[config.mk]
export PLATFORM = sky130hd
export DESIGN_NAME = uart_cmd_ctrl
export DESIGN_NICKNAME = d
export VERILOG_FILES = /design/src/rtl/uart_cmd_pkg.sv /design/src/rtl/uart_cmd_timer.sv /design/src/rtl/uart_cmd_ctrl.sv
export SDC_FILE = /design/constraint.sdc
export NUM_CORES = 1
export LEC_CHECK = 0
export CORE_MARGIN = 2
export CORE_UTILIZATION = 44
export DETAILED_ROUTE_END_ITERATION = 8
export GPL_TIMING_DRIVEN = 0
export PLACE_DENSITY_LB_ADDON = 0.1
export SYNTH_ARGS = -nofsm -noshare
export SYNTH_HDL_FRONTEND = slang
export SYNTH_SLANG_ARGS = --single-unit
[constraint.sdc]
create_clock -name i_clk -period 3.6 [get_ports i_clk]
set_input_delay 0.72 -clock i_clk [delete_from_list [all_inputs] [get_ports i_clk]]
set_output_delay 0.72 -clock i_clk [all_outputs]
set_load 0.01 [all_outputs]
[src/rtl/uart_cmd_pkg.sv]
// uart_cmd_pkg: shared types and constants for the UART command sequencer.
//   state_e     : sequencer state encoding (3 bits)
//   OP_WRITE/OP_READ : frame opcodes
//   is_opcode() : true when a byte starts a known frame
package uart_cmd_pkg;

  typedef enum logic [2:0] {
    S_IDLE = 3'd0,
    S_ADDR = 3'd1,
    S_DATA = 3'd2,
    S_CSUM = 3'd3,
    S_BUS  = 3'd4,
    S_RSP  = 3'd5
  } state_e;

  localparam logic [7:0] OP_WRITE = 8'h57;
  localparam logic [7:0] OP_READ  = 8'h52;

  function automatic logic is_opcode(input logic [7:0] b);
    return (b == OP_WRITE) || (b == OP_READ);
  endfunction

endpackage

[src/rtl/uart_cmd_timer.sv]
// uart_cmd_timer: inter-byte timeout counter for the command sequencer.
// Loads TIMEOUT_CLKS-1 on i_clr, counts down while i_en, and pulses o_expire
// in the cycle it sits at zero with i_en high. i_clr has priority, so a byte
// arriving in the expiry cycle suppresses the pulse and restarts the count.
// Ports:
//   i_clk, i_rst_n : clock, async active-low reset
//   i_clr          : reload (new byte strobe)
//   i_en           : count enable (frame being received)
//   o_expire       : single-cycle timeout pulse
module uart_cmd_timer #(
  parameter int TIMEOUT_CLKS = 1024
) (
  input  logic i_clk,
  input  logic i_rst_n,
  input  logic i_clr,
  input  logic i_en,
  output logic o_expire
);

  localparam int CNT_W = (TIMEOUT_CLKS > 2) ? $clog2(TIMEOUT_CLKS) : 1;
  localparam logic [CNT_W-1:0] LOAD = CNT_W'(TIMEOUT_CLKS - 1);

  logic [CNT_W-1:0] cnt_q, cnt_d;

  always_comb begin
    cnt_d = cnt_q;
    if (i_clr)                       cnt_d = LOAD;
    else if (i_en && cnt_q != '0)    cnt_d = cnt_q - 1'b1;
  end

  assign o_expire = i_en && !i_clr && (cnt_q == '0);

  always_ff @(posedge i_clk or negedge i_rst_n) begin
    if (!i_rst_n) cnt_q <= LOAD;
    else          cnt_q <= cnt_d;
  end

endmodule

[src/rtl/uart_cmd_ctrl.sv]
// uart_cmd_ctrl: parses bytes from uart_rx into command frames and issues
// single-byte register bus reads/writes; read data returns on a byte stream.
//   WRITE frame = {8'h57, addr, data}, READ frame = {8'h52, addr}.
// Optional build macro UART_CMD_CHECKSUM_EN: every frame carries a trailing
// byte equal to the XOR of all preceding frame bytes; a mismatch drops the
// frame and counts an error. Port list is identical either way.
// Ports:
//   i_clk, i_rst_n          : clock, async active-low reset
//   i_rx_data, i_rx_valid   : byte from uart_rx (new byte on valid 0->1)
//   o_bus_req/we/addr/wdata : bus request, held until i_bus_ack
//   i_bus_ack, i_bus_rdata  : bus completion and read data
//   o_rsp_data/valid, i_rsp_ready : read response stream
//   o_err_count             : saturating frame-error count
//   o_busy                  : sequencer not idle
module uart_cmd_ctrl
  import uart_cmd_pkg::*;
#(
  parameter int TIMEOUT_CLKS = 1024,
  parameter int ERR_CNT_W    = 8
) (
  input  logic                 i_clk,
  input  logic                 i_rst_n,
  input  logic [7:0]           i_rx_data,
  input  logic                 i_rx_valid,
  output logic                 o_bus_req,
  output logic                 o_bus_we,
  output logic [7:0]           o_bus_addr,
  output logic [7:0]           o_bus_wdata,
  input  logic                 i_bus_ack,
  input  logic [7:0]           i_bus_rdata,
  output logic [7:0]           o_rsp_data,
  output logic                 o_rsp_valid,
  input  logic                 i_rsp_ready,
  output logic [ERR_CNT_W-1:0] o_err_count,
  output logic                 o_busy
);

  state_e               state_q, state_d;
  logic                 valid_q;
  logic                 we_q, we_d;
  logic [7:0]           addr_q, addr_d;
  logic [7:0]           wdata_q, wdata_d;
  logic                 req_q, req_d;
  logic [7:0]           rsp_data_q, rsp_data_d;
  logic                 rsp_valid_q, rsp_valid_d;
  logic [ERR_CNT_W-1:0] err_q, err_d;

  logic strobe, expire, timer_en, err_inc, frame_done, csum_ok;

  // Only the rising edge of the uart_rx valid level marks a new byte.
  assign strobe   = i_rx_valid && !valid_q;
  assign timer_en = (state_q == S_ADDR) || (state_q == S_DATA) || (state_q == S_CSUM);

  uart_cmd_timer #(.TIMEOUT_CLKS(TIMEOUT_CLKS)) u_timer (
    .i_clk    (i_clk),
    .i_rst_n  (i_rst_n),
    .i_clr    (strobe),
    .i_en     (timer_en),
    .o_expire (expire)
  );

`ifdef UART_CMD_CHECKSUM_EN
  // Running XOR of the frame; the opcode byte seeds it from idle.
  logic [7:0] csum_q, csum_d;

  always_comb begin
    csum_d = csum_q;
    if (strobe) csum_d = (state_q == S_IDLE) ? i_rx_data : (csum_q ^ i_rx_data);
  end

  always_ff @(posedge i_clk or negedge i_rst_n) begin
    if (!i_rst_n) csum_q <= '0;
    else          csum_q <= csum_d;
  end

  assign csum_ok = (i_rx_data == csum_q);
`else
  assign csum_ok = 1'b0;
`endif

  // NOTE: every variable assigned here gets a default first so no path
  // leaves it unassigned; that is what keeps this block free of latches.
  always_comb begin
    state_d     = state_q;
    we_d        = we_q;
    addr_d      = addr_q;
    wdata_d     = wdata_q;
    req_d       = req_q;
    rsp_data_d  = rsp_data_q;
    rsp_valid_d = rsp_valid_q;
    err_inc     = 1'b0;
    frame_done  = 1'b0;

    case (state_q)
      S_IDLE: begin
        if (strobe) begin
          if (is_opcode(i_rx_data)) begin
            we_d    = (i_rx_data == OP_WRITE);
            state_d = S_ADDR;
          end else begin
            err_inc = 1'b1;  // unknown opcode: stay idle and resync on next byte
          end
        end
      end
      S_ADDR: begin
        if (strobe) begin
          addr_d = i_rx_data;
          if (we_q) state_d = S_DATA;
          else      frame_done = 1'b1;
        end else if (expire) begin
          err_inc = 1'b1;
          state_d = S_IDLE;
        end
      end
      S_DATA: begin
        if (strobe) begin
          wdata_d    = i_rx_data;
          frame_done = 1'b1;
        end else if (expire) begin
          err_inc = 1'b1;
          state_d = S_IDLE;
        end
      end
`ifdef UART_CMD_CHECKSUM_EN
      S_CSUM: begin
        if (strobe) begin
          if (csum_ok) begin
            state_d = S_BUS;
            req_d   = 1'b1;
          end else begin
            err_inc = 1'b1;
            state_d = S_IDLE;
          end
        end else if (expire) begin
          err_inc = 1'b1;
          state_d = S_IDLE;
        end
      end
`endif
      S_BUS: begin
        if (strobe) err_inc = 1'b1;  // overrun: byte dropped, transfer continues
        if (req_q && i_bus_ack) begin
          req_d = 1'b0;
          if (we_q) begin
            state_d = S_IDLE;
          end else begin
            rsp_data_d  = i_bus_rdata;
            rsp_valid_d = 1'b1;
            state_d     = S_RSP;
          end
        end
      end
      S_RSP: begin
        if (strobe) err_inc = 1'b1;
        if (i_rsp_ready) begin
          rsp_valid_d = 1'b0;
          state_d     = S_IDLE;
        end
      end
      default: state_d = S_IDLE;
    endcase

`ifdef UART_CMD_CHECKSUM_EN
    if (frame_done) state_d = S_CSUM;
`else
    if (frame_done) begin
      state_d = S_BUS;
      req_d   = 1'b1;
    end
`endif

    // All error sources fold into one increment, so coincident errors count once.
    err_d = (err_inc && err_q != '1) ? err_q + 1'b1 : err_q;
  end

  always_ff @(posedge i_clk or negedge i_rst_n) begin
    if (!i_rst_n) begin
      state_q     <= S_IDLE;
      valid_q     <= 1'b0;
      we_q        <= 1'b0;
      addr_q      <= '0;
      wdata_q     <= '0;
      req_q       <= 1'b0;
      rsp_data_q  <= '0;
      rsp_valid_q <= 1'b0;
      err_q       <= '0;
    end else begin
      state_q     <= state_d;
      valid_q     <= i_rx_valid;
      we_q        <= we_d;
      addr_q      <= addr_d;
      wdata_q     <= wdata_d;
      req_q       <= req_d;
      rsp_data_q  <= rsp_data_d;
      rsp_valid_q <= rsp_valid_d;
      err_q       <= err_d;
    end
  end

  assign o_bus_req   = req_q;
  assign o_bus_we    = we_q;
  assign o_bus_addr  = addr_q;
  assign o_bus_wdata = wdata_q;
  assign o_rsp_data  = rsp_data_q;
  assign o_rsp_valid = rsp_valid_q;
  assign o_err_count = err_q;
  assign o_busy      = (state_q != S_IDLE);

endmodule

==> results.json <==
{
  "cts_inserted_buffers": 5,
  "startpoint_type": "input pin",
  "cts-root-buf": "clkbuf_8",
  "final_cell_mix": "55 x clkdlybuf4s50_1, 39 x dfrtp_1, 25 x mux2_2",
  "postCtsHoldBufs": 0,
  "ant_nets": 0,
  "synth_nets": 221,
  "rsz0062_at_grt": "false",
  "clk_latency_ns": 0.30,
  "wl_per_cell_um": 14.6,
  "final_common_cell": "clkdlybuf4s50_1",
  "cts.sinks": 49,
  "synthCells": 197,
  "vdd_drop_max_mv": 0.374,
  "cp.required_ns": 3.79,
  "r2r_end": "u_timer.cnt_q[8]",
  "ios": 57,
  "diodes": 0,
  "first_pass_iters": 4,
  "drt_wl_total_mm": 4.85,
  "final-hold-violation-count": 0,
  "gp_congestion": 0.780,
  "fmax_mhz": 408,
  "initial_utilization": 0.456,
  "cts_resized": 0,
  "power_leakage_uw": 0.00126,
  "yosys_warnings": 0,
  "crit_end": "o_err_count[6]",
  "rr_startpoint": "u_timer.cnt_q[0]",
  "syn_avg_cell_area_um2": 11.9,
  "power_density_mw_per_mm2": 677,
  "die_y_um": 77,
  "slew_violations": 0,
  "finalSetupViolCount": 0,
  "routed_via_density": 5.24,
  "syn-cell-area_mm2": 0.00234,
  "globalRoute.totalOverflow": 0,
  "grt_max_degree": 26,
  "syn_to_final_growth_pct": 33.0,
  "slowest_stage": "clkdlybuf4s50_1",
  "fin_nets": 285,
  "tightest_slew_ns": 0.715,
  "synth-seq-cells": 49,
  "worst_ep_arrival_time_ns": 2.64,
  "cp_max_fo": 9,
  "numPortBuffers": 56,
  "die_x_um": 77,
  "drt_iter0_drc": 57,
  "slew_headroom": 0.522,
  "cp-startpoint": "i_rx_valid",
  "critPathKind": "input pin to flip-flop",
  "p_sw_uw": 677,
  "post_cts_buffers": 0,
  "die_area_mm2": 0.00593,
  "max_stage_delay_ns": 0.49,
  "path_cells": "clkdlybuf4s50_1, nand2b_1, buf_2, a211oi_1, a22oi_4, nor4b_2, mux2_1",
  "synth_cell_types": 45,
  "netSwitchingFraction": 0.321,
  "synth-edff-count": 0,
  "rows": 26,
  "drc": 0,
  "pwr-share-seq": 0.409,
  "min_period_ns": 2.45,
  "vias": 1740,
  "fin_worst_skew_ns": 0.00710,
  "cts.clk_slew.worst_paths_ns": 0.09,
  "intPower_uw": 1430,
  "clock_path_buffers": 2,
  "min_period_over_period": 0.681,
  "reg2reg_setup_slack_ns": 1.29,
  "clkPwrFrac": 0.185,
  "ys_seq_area_frac": 0.528,
  "antenna_found_initial": 0,
  "power.share.combinational": 0.406,
  "endpoint_kind": "flip-flop",
  "grt.total_usage": 0.179,
  "htreeDepth": 2,
  "cts_tree": "built",
  "drive_gt1_frac": 0.210,
  "post-route-util": 0.607,
  "fillers": 446,
  "grt_pass1_wl_mm": 8.51,
  "core_mm2": 0.00514,
  "grt_pass1_vias": 1782,
  "cap_violations": 0,
  "ff2ff_path_depth": 8,
  "status": "finished clean",
  "synth_ff_type": "dfrtp_1",
  "hp-class": "input pin to asynchronous set/reset pin",
  "dp_hpwl_mm": 3.42,
  "fin_setup_tns_ns": 0,
  "ys_async_sr_fraction": 1.00
}
cells in the mapped netlist, types with 2 or more instances:
cell	count	area [um2]
nor4_1	4	25.0
o21ai_0	6	30.0
o41ai_1	2	17.5
dfrtp_1	39	976
nor2_1	11	41.3
buf_1	2	7.51
o311ai_0	2	17.5
nor3b_1	2	15.0
nand2b_1	5	31.3
nor2b_1	2	12.5
inv_1	4	15.0
dfstp_2	10	263
xnor2_1	6	52.6
xor2_1	8	70.1
nor3_1	6	30.0
ha_1	3	37.5
nand4_1	3	18.8
mux2_2	25	282
or3_1	3	18.8
o211ai_1	2	15.0
a31oi_1	2	12.5
nand2_1	19	71.3
buf_2	3	15.0
nand3_1	7	35.0
flip-flops by register name (all words and copies together), names as in the netlist:
register / flops
o_err_count: 8
o_bus_addr: 8
o_bus_req: 1
o_bus_wdata: 8
state_q: 3
valid_q: 1
o_bus_we: 1
u_timer.cnt_q: 10
o_rsp_data: 8
o_rsp_valid: 1
critical path: cells and delay by family:
| family | cells | cell delay, ns |
|---|---|---|
| buffers and inverters | 2 | 0.67 |
| AOI/OAI and AO/OA | 2 | 0.51 |
| and+or+nand+nor | 2 | 0.40 |
| muxes | 1 | 0.34 |
cells by family after synthesis:
logic type	count (synthesis)	share of synthesized area
AND/OR/NAND/NOR	73	0.184
flip-flops	49	0.528
multiplexers	28	0.136
AO/OA/AOI/OAI	20	0.0662
XOR/XNOR	14	0.0523
buffers and inverters	10	0.0176
adder cells (fa/ha/maj)	3	0.0160
layer usage:
layer  track usage  vias up  wire length [um]
met3        0.0553        7               287
met5             0        -                 0
met1         0.237      852              2280
met4        0.0536        0                56
li1              -      842                 -
met2         0.284       39              2220
power by group through the flow:
stage          Sequential, uW  Combinational (uW)  Clock (uW)
4_1_cts                   866                 864         406
2_1_floorplan             934                 358           0
3_5_place_dp              874                 857           0
6_report                  863                 856         391
5_1_grt                   892                 934         430
3_3_place_gp              870                 847           0
stage by stage:
stage / area [um2] / total power [uW] / hold slack (ns) / setup slack [ns] / std cells
after global routing: 3120 / 2260 / 0.453 / 1.03 / 332
after global placement: 2990 / 1720 / 0.487 / 0.345 / 323
after CTS: 3120 / 2140 / 0.438 / 1.15 / 332
after detailed placement: 3010 / 1730 / 0.494 / 0.856 / 324
final: 3120 / 2110 / 0.420 / 1.15 / 332
after floorplan: 2340 / 1290 / 0.424 / 1.45 / 197
how the worst min path moves through the flow:
stage / startpoint / to / slack (ns) / cells after the start
after CTS: i_rst_n / state_q[0] / 0.44 / 1
final: i_rst_n / state_q[0] / 0.42 / 1
after global placement: o_bus_wdata[5] / o_bus_wdata[5] / 0.49 / 1
after detailed placement: o_bus_wdata[2] / o_bus_wdata[2] / 0.49 / 1
after floorplan: i_rst_n / o_bus_addr[0] / 0.42 / 0
after global routing: i_rst_n / state_q[0] / 0.45 / 1
final cells by class:
type,count,area (um2),share of cell area
sequential,49,1240,0.397
multi-input combinational,138,1060,0.341
timing repair buffer,57,576,0.185
tap,70,87.6,0.0281
clock buffer,6,72.6,0.0233
clock inverter,2,38.8,0.0124
buffer,6,26.3,0.00842
inverter,4,15.0,0.00481
No activity file was read; power rests on OpenSTA's default activity.
